--- config.mk ---
export PLATFORM = sky130hd
export DESIGN_NAME = jump_traj_gen
export DESIGN_NICKNAME = d
export VERILOG_FILES = /design/src/rtl/jump_traj_gen.sv
export SDC_FILE = /design/constraint.sdc
export NUM_CORES = 1
export LEC_CHECK = 0
export BUFFER_PORTS_ARGS = -buffer_cell sky130_fd_sc_hd__buf_4
export CAP_MARGIN = 5
export CORE_MARGIN = 2
export CORE_UTILIZATION = 45
export DETAILED_ROUTE_END_ITERATION = 7
export GPL_ROUTABILITY_DRIVEN = 1
export GPL_TIMING_DRIVEN = 0
export PLACE_DENSITY = 0.69
export SETUP_SLACK_MARGIN = 0.2
export SYNTH_ARGS = -nofsm -noshare
export SYNTH_HDL_FRONTEND = slang
export SYNTH_SLANG_ARGS = --single-unit
--- constraint.sdc ---
create_clock -name clk_machine -period 3.2 [get_ports clk_machine]
set_clock_uncertainty 0.2 [all_clocks]
set_input_delay 0.32 -clock clk_machine [delete_from_list [all_inputs] [get_ports clk_machine]]
set_output_delay 0.32 -clock clk_machine [all_outputs]
set_load 0.05 [all_outputs]
--- src/rtl/jump_traj_gen.sv ---
// Parametrised jump-trajectory generator: integrates a vertical velocity under
// constant gravity on each i_tick, tracks horizontal distance, and reports apex/landing.
module jump_traj_gen #(
  parameter int unsigned V_W  = 11,
  parameter int unsigned H_W  = 9,
  parameter int unsigned D_W  = 11,
  parameter int unsigned GRAV = 1,
  parameter int unsigned DX   = 2
) (
  input  logic           clk_machine,
  input  logic           rst_machine,
  input  logic           i_tick,
  input  logic           i_start,
  input  logic [V_W-1:0] i_v_init,
  input  logic           i_abort,
  output logic [H_W-1:0] o_height,
  output logic [D_W-1:0] o_dist,
  output logic           o_busy,
  output logic           o_apex,
  output logic           o_done
);

  typedef enum logic [1:0] {
    ST_IDLE,
    ST_RISE,
    ST_FALL,
    ST_DONE
  } state_e;

  localparam int unsigned SW = ((H_W > V_W) ? H_W : V_W) + 1;
  localparam int unsigned CW = (H_W > V_W + 1) ? H_W : V_W + 1;
  localparam logic [H_W-1:0] H_MAX  = '1;
  localparam logic [D_W-1:0] D_MAX  = '1;
  localparam logic [V_W:0]   GRAV_X = (V_W+1)'(GRAV);
  localparam logic [D_W:0]   DX_X   = (D_W+1)'(DX);

  state_e         state_q, state_d;
  logic [V_W-1:0] v_q, v_d;
  logic [H_W-1:0] h_q, h_d;
  logic [D_W-1:0] d_q, d_d;
  logic           busy_q, busy_d;
  logic           apex_q, apex_d;
  logic           done_q, done_d;

  logic [SW-1:0]  h_sum;
  logic [H_W-1:0] h_rise;
  logic [D_W:0]   d_sum;
  logic [D_W-1:0] d_step;
  logic [V_W:0]   v_x;
  logic [V_W:0]   vn;
  logic [V_W-1:0] vn_sat;
  logic [V_W-1:0] v_dec;
  logic [CW-1:0]  h_cmp;
  logic [CW-1:0]  vn_cmp;
  logic [CW-1:0]  h_diff;
  logic           apex_hit;
  logic           land_hit;

  // Arithmetic is done one bit wider than the stored values so every step can saturate instead of wrapping.
  always_comb begin
    h_sum    = SW'(h_q) + SW'(v_q);
    h_rise   = (h_sum > SW'(H_MAX)) ? H_MAX : h_sum[H_W-1:0];
    d_sum    = {1'b0, d_q} + DX_X;
    d_step   = d_sum[D_W] ? D_MAX : d_sum[D_W-1:0];
    v_x      = {1'b0, v_q};
    apex_hit = (v_x <= GRAV_X);
    v_dec    = V_W'(v_x - GRAV_X);
    vn       = v_x + GRAV_X;
    vn_sat   = vn[V_W] ? '1 : vn[V_W-1:0];
    h_cmp    = CW'(h_q);
    vn_cmp   = CW'(vn);
    land_hit = (h_cmp <= vn_cmp);
    h_diff   = h_cmp - vn_cmp;
  end

  always_comb begin
    state_d = state_q;
    v_d     = v_q;
    h_d     = h_q;
    d_d     = d_q;
    apex_d  = 1'b0;
    done_d  = 1'b0;
    if (i_abort && (state_q != ST_IDLE)) begin
      state_d = ST_IDLE;
      h_d     = '0;
      v_d     = '0;
    end else begin
      case (state_q)
        ST_IDLE: begin
          if (i_start && !i_abort) begin
            v_d     = i_v_init;
            h_d     = '0;
            d_d     = '0;
            state_d = (i_v_init != '0) ? ST_RISE : ST_DONE;
          end
        end
        ST_RISE: begin
          if (i_tick) begin
            h_d = h_rise;
            d_d = d_step;
            if (apex_hit) begin
              v_d     = '0;
              apex_d  = 1'b1;
              state_d = ST_FALL;
            end else begin
              v_d = v_dec;
            end
          end
        end
        ST_FALL: begin
          if (i_tick) begin
            d_d = d_step;
            if (land_hit) begin
              h_d     = '0;
              v_d     = '0;
              state_d = ST_DONE;
            end else begin
              h_d = h_diff[H_W-1:0];
              v_d = vn_sat;
            end
          end
        end
        ST_DONE: begin
          done_d  = 1'b1;
          state_d = ST_IDLE;
        end
        default: state_d = ST_IDLE;
      endcase
    end
    busy_d = (state_d == ST_RISE) || (state_d == ST_FALL);
  end

  always_ff @(posedge clk_machine or negedge rst_machine) begin
    if (!rst_machine) begin
      state_q <= ST_IDLE;
      v_q     <= '0;
      h_q     <= '0;
      d_q     <= '0;
      busy_q  <= 1'b0;
      apex_q  <= 1'b0;
      done_q  <= 1'b0;
    end else begin
      state_q <= state_d;
      v_q     <= v_d;
      h_q     <= h_d;
      d_q     <= d_d;
      busy_q  <= busy_d;
      apex_q  <= apex_d;
      done_q  <= done_d;
    end
  end

  assign o_height = h_q;
  assign o_dist   = d_q;
  assign o_busy   = busy_q;
  assign o_apex   = apex_q;
  assign o_done   = done_q;

endmodule
# Word-level counts from Yosys, hierarchy flattened

Index checks and enable logic that the tools add are counted.

Register bits after elaboration: 36
Input port bits: 16

$add $sub $neg: 5
Magnitude comparators: 3
Eq/ne operators: 10
Mux-type cells: 33
Bitwise gates (word level): 1
Reductions and logical operators: 12

Operators by type and width:

| kind                  | number |
|---|---|
| $mux 11               | 10 |
| $mux 9                | 6 |
| $pmux 11 s3           | 1 |
| $pmux 9 s3            | 1 |
| $pmux 11 s2           | 1 |
| $mux 2                | 7 |
| $add 11x1->12 const B | 1 |
| $add 11x2->12 const B | 1 |
| $add 9x11->12         | 1 |
| $gt 12x9->1 const B   | 1 |
| $le 9x12->1           | 1 |
| $le 11x1->1 const B   | 1 |
| $reduce_bool 11->1    | 1 |
| $sub 11x1->11 const B | 1 |
| $ne 3x3->1 const B    | 3 |
| $sub 9x9->9           | 1 |
| $pmux 2 s4            | 1 |
| $reduce_and 4->1      | 2 |
| $eq 2x2->1 const B    | 3 |
| $mux 1                | 6 |
| $eq 2x1->1 const B    | 2 |
| $reduce_bool 2->1     | 2 |
| $reduce_bool 4->1     | 1 |
| $logic_and 1x1->1     | 2 |
| 7 further kinds       | 7 |

# Logic depth before layout (Yosys ltp)

Depth after elaboration: 8
Gate-level depth with buffers: 11
Depth with buffers taken out: 11

# Worst setup path after synthesis

OpenSTA, ideal clock, no wires.

Path kind: reg2reg
Start point: register h_q[0] (netlist: o_height[0])
End point: register h_q[7] (netlist: o_height[7])
Setup time: 0.126 ns
Arrival: 2.692 ns
Required time: 2.874 ns
Path slack: 0.182 ns
Cell stages (with the launch flop): 9
Buffers on the path: 0
Clock period less this slack: 3.018 ns
Cell sequence: dfrtp_1 -> ha_1 -> fa_1 -> a21o_1 -> a221oi_4 -> o22ai_2 -> a311oi_4 -> a31oi_1 -> a221o_1

Word-level cells in the longest chain between the ends: 6
Elaborated cells on any way between the ends: 10
Those cells by class: add/sub (2); order compare (2); mux (6)

Ends and longest elaborated chain:

| element                | line | source |
|---|---|---|
| start, declared        | 39   | `logic [H_W-1:0] h_q, h_d;` |
| start signal, assigned | 137  | `h_q <= '0;` |
| start signal, assigned | 145  | `h_q <= h_d;` |
| $add 9x11->12          | 61   | `h_sum = SW'(h_q) + SW'(v_q);` |
| $gt 12x9->1            | 62   | `h_rise = (h_sum > SW'(H_MAX)) ? H_MAX : h_sum[H_W-1:0];` |
| $mux 9                 | 62   |  |
| $mux 9                 | 98   | `if (i_tick) begin` |
| $pmux 9 s3 (*)         | 88   | `case (state_q)` |
| $mux 9 (*)             | 83   | `if (i_abort && (state_q != ST_IDLE)) begin` |

Mark *: on every way between the ends. The rest lies on a longest branch, timed or not. The select of a mux whose other input is x is not followed.
A chain may end at the register's enable or synchronous reset.

# Final worst setup path

Start point: register v_q[0]
End point: register v_q[6]

Word-level cells in the longest chain between the ends: 6
Elaborated cells on any way between the ends: 11
Those cells by class: add/sub (2); order compare (2); mux (7)

Ends and longest elaborated chain:

| element                                | line   | source |
|---|---|---|
| start, declared                        | 38     | `logic [V_W-1:0] v_q, v_d;` |
| start signal, assigned                 | 144    | `v_q <= v_d;` |
| $add 11x1->12                          | 68     | `vn = v_x + GRAV_X;` |
| $le 9x12->1 or $mux 11 (tied branches) | 72, 69 |  |
| $mux 11                                | 113    | `if (land_hit) begin` |
| $mux 11                                | 111    | `if (i_tick) begin` |
| $pmux 11 s3 (*)                        | 88     |  |
| $mux 11 (*)                            | 83     |  |

Marked as above.

==> results.ini <==
[pwr]
p_leak_uw = 0.00199
p_sw_share_pct = 50.5
p_sw_uw = 2130
clkPwrFrac_pct = 9.9
cellPowerDensity_mw_per_mm2 = 941
ir_worst_vdd_uv = 472
pwr-share-seq_pct = 17.0
power_frac_comb_pct = 73.1
p_int_uw = 2090

[timing]
hold_viol_final = 0
slew_headroom_pct = 54.6
min_period_ns = 3.24
fin_crit_sh_pct = 101
tns_ns = -0.0423
hold-worst-slack_ns = 0.0475
rsz0062_at_grt = true
finalSetupViolations = 2
slew_viol_final = 0
tightest_slew_ns = 0.679
max_freq_mhz = 309
worst_slack_ns = -0.0409

[clock_tree]
clk_latency_ns = 0.30
clock-sinks = 36
path_clk_slew_ns = 0.09
h-tree-depth = 2
cts_tree = yes
cts_buffers = 5
cts_buffer_depth = 2
clock-root-buffer = clkbuf_8

[synth]
syn-num-nets = 440
netlist-cell-type-count = 63
yosysWarnings = 0
ys_seq_area_share_pct = 26.9
netlist_top_cells_area = dfrtp_1 27%, ha_1 10%, a21oi_1 4.6%, xnor2_1 3.9%, xor2_1 3.9%
synthArstFlopShare_pct = 100
synth_seq_cells = 36
synth_edf_count = 0
syn_avg_cell_area_um2 = 8.50
yosysTopAreaCellShare_pct = 26.9
syn_area_mm2 = 0.00335
synth_cells = 394
synthFlopType = dfrtp_1
netlist.top_cell.by_area = dfrtp_1

[setup_path]
cp.arrival_ns = 3.26
crit_chain = ha_4, nand2_4, nor2_4, xnor2_2, ha_1, nand4_1, a211oi_4, o32a_1, nand4_1, buf_2, o221a_2, o21ai_1
crit_path_max_fanout = 7
critPathMaxStageDelay_ns = 0.50
slowest_stage = dfrtp_2
crit_top_cell = nand4_1
critPathKind = reg -> reg
endpoint_kind = register
rrSetupSlack_ns = -0.04
r2r_start = v_q[0]$_DFFE_PN0P_
startpoint_type = register
rr_worst_depth = 12
worstPathRequired_ns = 3.22
cp-startpoint = v_q[0]$_DFFE_PN0P_

[global_routing]
top_usage_layer = met2
antenna_found_initial = 0
use_met3_pct = 4.26
grt_pass1_vias = 3074
grt_pass1_wl_um = 15000
track_usage_pct = 22.4
grt_use_met1_pct = 32.9
met2_usage_pct = 33.9
grt.overflow.total = 0
grt_max_degree = 37

[status]
status = finished with violations
failed_checks = negative setup slack

[routing]
ant_nets = 0
vias = 3581
drtIter0Drc = 399
post-route-drc-count = 0
dr.pass1.iters = 5
wire_per_inst_um = 18.6
vias_per_cell = 6.12
routed_wl_um = 10900

[layout]
antenna_cells = 0
finalNonFillerCells = 585
final_cell_mix = 74 x buf_4, 33 x dfrtp_1, 31 x nand2_1, 31 x a21oi_1, 26 x nor2_1
final_area_mm2 = 0.00449
final_nets = 531
area_growth_pct = 33.9
final_common_cell = buf_4
drive_gt1_share_pct = 31.1
final_util_pct = 62.2

[floorplanning]
die_area_mm2 = 0.00815
die_h_um = 90.3
rows = 31
core-area_mm2 = 0.00721
start_util_pct = 46.4
die_w_um = 90.3
ioPinCount = 39

[placed_design]
placed_area_mm2 = 0.00376
gp_congestion = 0.910
numPortBuffers = 38
dp_hpwl_um = 6780
place_inst = 531

[worst_hold_path]
hold_start = i_v_init[7]
hp-class = in -> reg
hold_path_depth = 2

[flow_run]
drv_cap = 0

[per-layer routing]
metal | vias to the layer above | part of all wire (%)
li1 | 1637 | -
met1 | 1704 | 42
met2 | 207 | 46
met3 | 33 | 9.0
met4 | 0 | 2.6
met5 | - | 0
[worst paths after layout]
kind	end
min in group asynchronous	v_q[9]$_DFFE_PN0P_
min	v_q[7]$_DFFE_PN0P_
max reg2reg	v_q[6]$_DFFE_PN0P_
min reg2reg	o_dist[0]$_DFFE_PN0P_
max in group asynchronous	o_height[0]$_DFFE_PN0P_
max	v_q[6]$_DFFE_PN0P_
[per-stage QoR]
stage,power [µW],worst slack (ns)
floorplan,2520,0.280
global placement,3030,-0.318
detailed placement,3070,-0.340
CTS,3670,0.198
global route,4450,-0.0471
finish,4220,-0.0409
[kinds of logic after synthesis]
logic type	count (synthesis)	synth area share, %
AOI/OAI and AO/OA	124	27.9
DFF	36	26.9
adders and majority gates	30	11.7
muxes	4	1.23
buffers and inverters	40	4.82
and+or+nand+nor	130	19.7
xor gates and xnor gates	30	7.84
[power by group through the flow]
stage          Sequential (µW)  Combinational (µW)  Clock, µW
6_report                   718                3080        418
3_3_place_gp               712                2320          0
2_1_floorplan              854                1670          0
3_5_place_dp               714                2360          0
5_1_grt                    735                3270        444
4_1_cts                    704                2550        425
[critical path, delay by kind of cell, from the launching register on]
kind / cells / cell delay (ns)
AND/OR/NAND/NOR: 4 / 0.56
buffers and inverters: 1 / 0.21
adder cells (fa/ha/maj): 2 / 0.57
XOR/XNOR: 1 / 0.15
AO/OA/AOI/OAI: 4 / 0.97
flip-flops: 1 / 0.50
[sequential cells by signal, summed over array words and instances (netlist names)]
signal,flops
o_busy,1
o_done,1
v_q,11
o_apex,1
o_height,9
o_dist,11
state_q,2
[synth_stat cells, types with 3 or more instances]
cell / n
a211o_1: 3
a211oi_1: 4
a21o_1: 7
a21oi_1: 31
a221o_1: 11
a22o_1: 3
a22oi_1: 3
a31o_2: 3
a31oi_1: 12
and3_1: 3
buf_2: 6
clkbuf_1: 8
dfrtp_1: 36
ha_1: 28
inv_1: 22
mux2i_1: 3
nand2_1: 32
nand2b_1: 5
nand3_1: 16
nand4_1: 8
nor2_1: 30
nor2b_1: 7
nor3_1: 10
nor4_1: 3
o21ai_0: 19
o31ai_1: 4
or2_2: 6
xnor2_1: 15
xor2_1: 15
[timing repair]
| item | in CTS | in global routing |
|---|---|---|
| gates resized for setup | 18 | 40 |
| setup buffers | 17 | 25 |
| gates cloned | 0 | 3 |
| setup endpoints to repair | 19 | 19 |
| hold buffers | 1 | 0 |
| pin swaps | 8 | 25 |
| hold endpoints to repair | 36 | 0 |
[layout make-up]
cell class,count,area (µm²)
buffer,17,104
inverter,23,86.3
multi-input combinational,319,2500
fill,624,2730
timing repair buffer,83,658
clock buffer,5,68.8
clock inverter,3,42.5
sequential,36,905
tap,99,124
No activity file was read; power rests on OpenSTA's default activity.
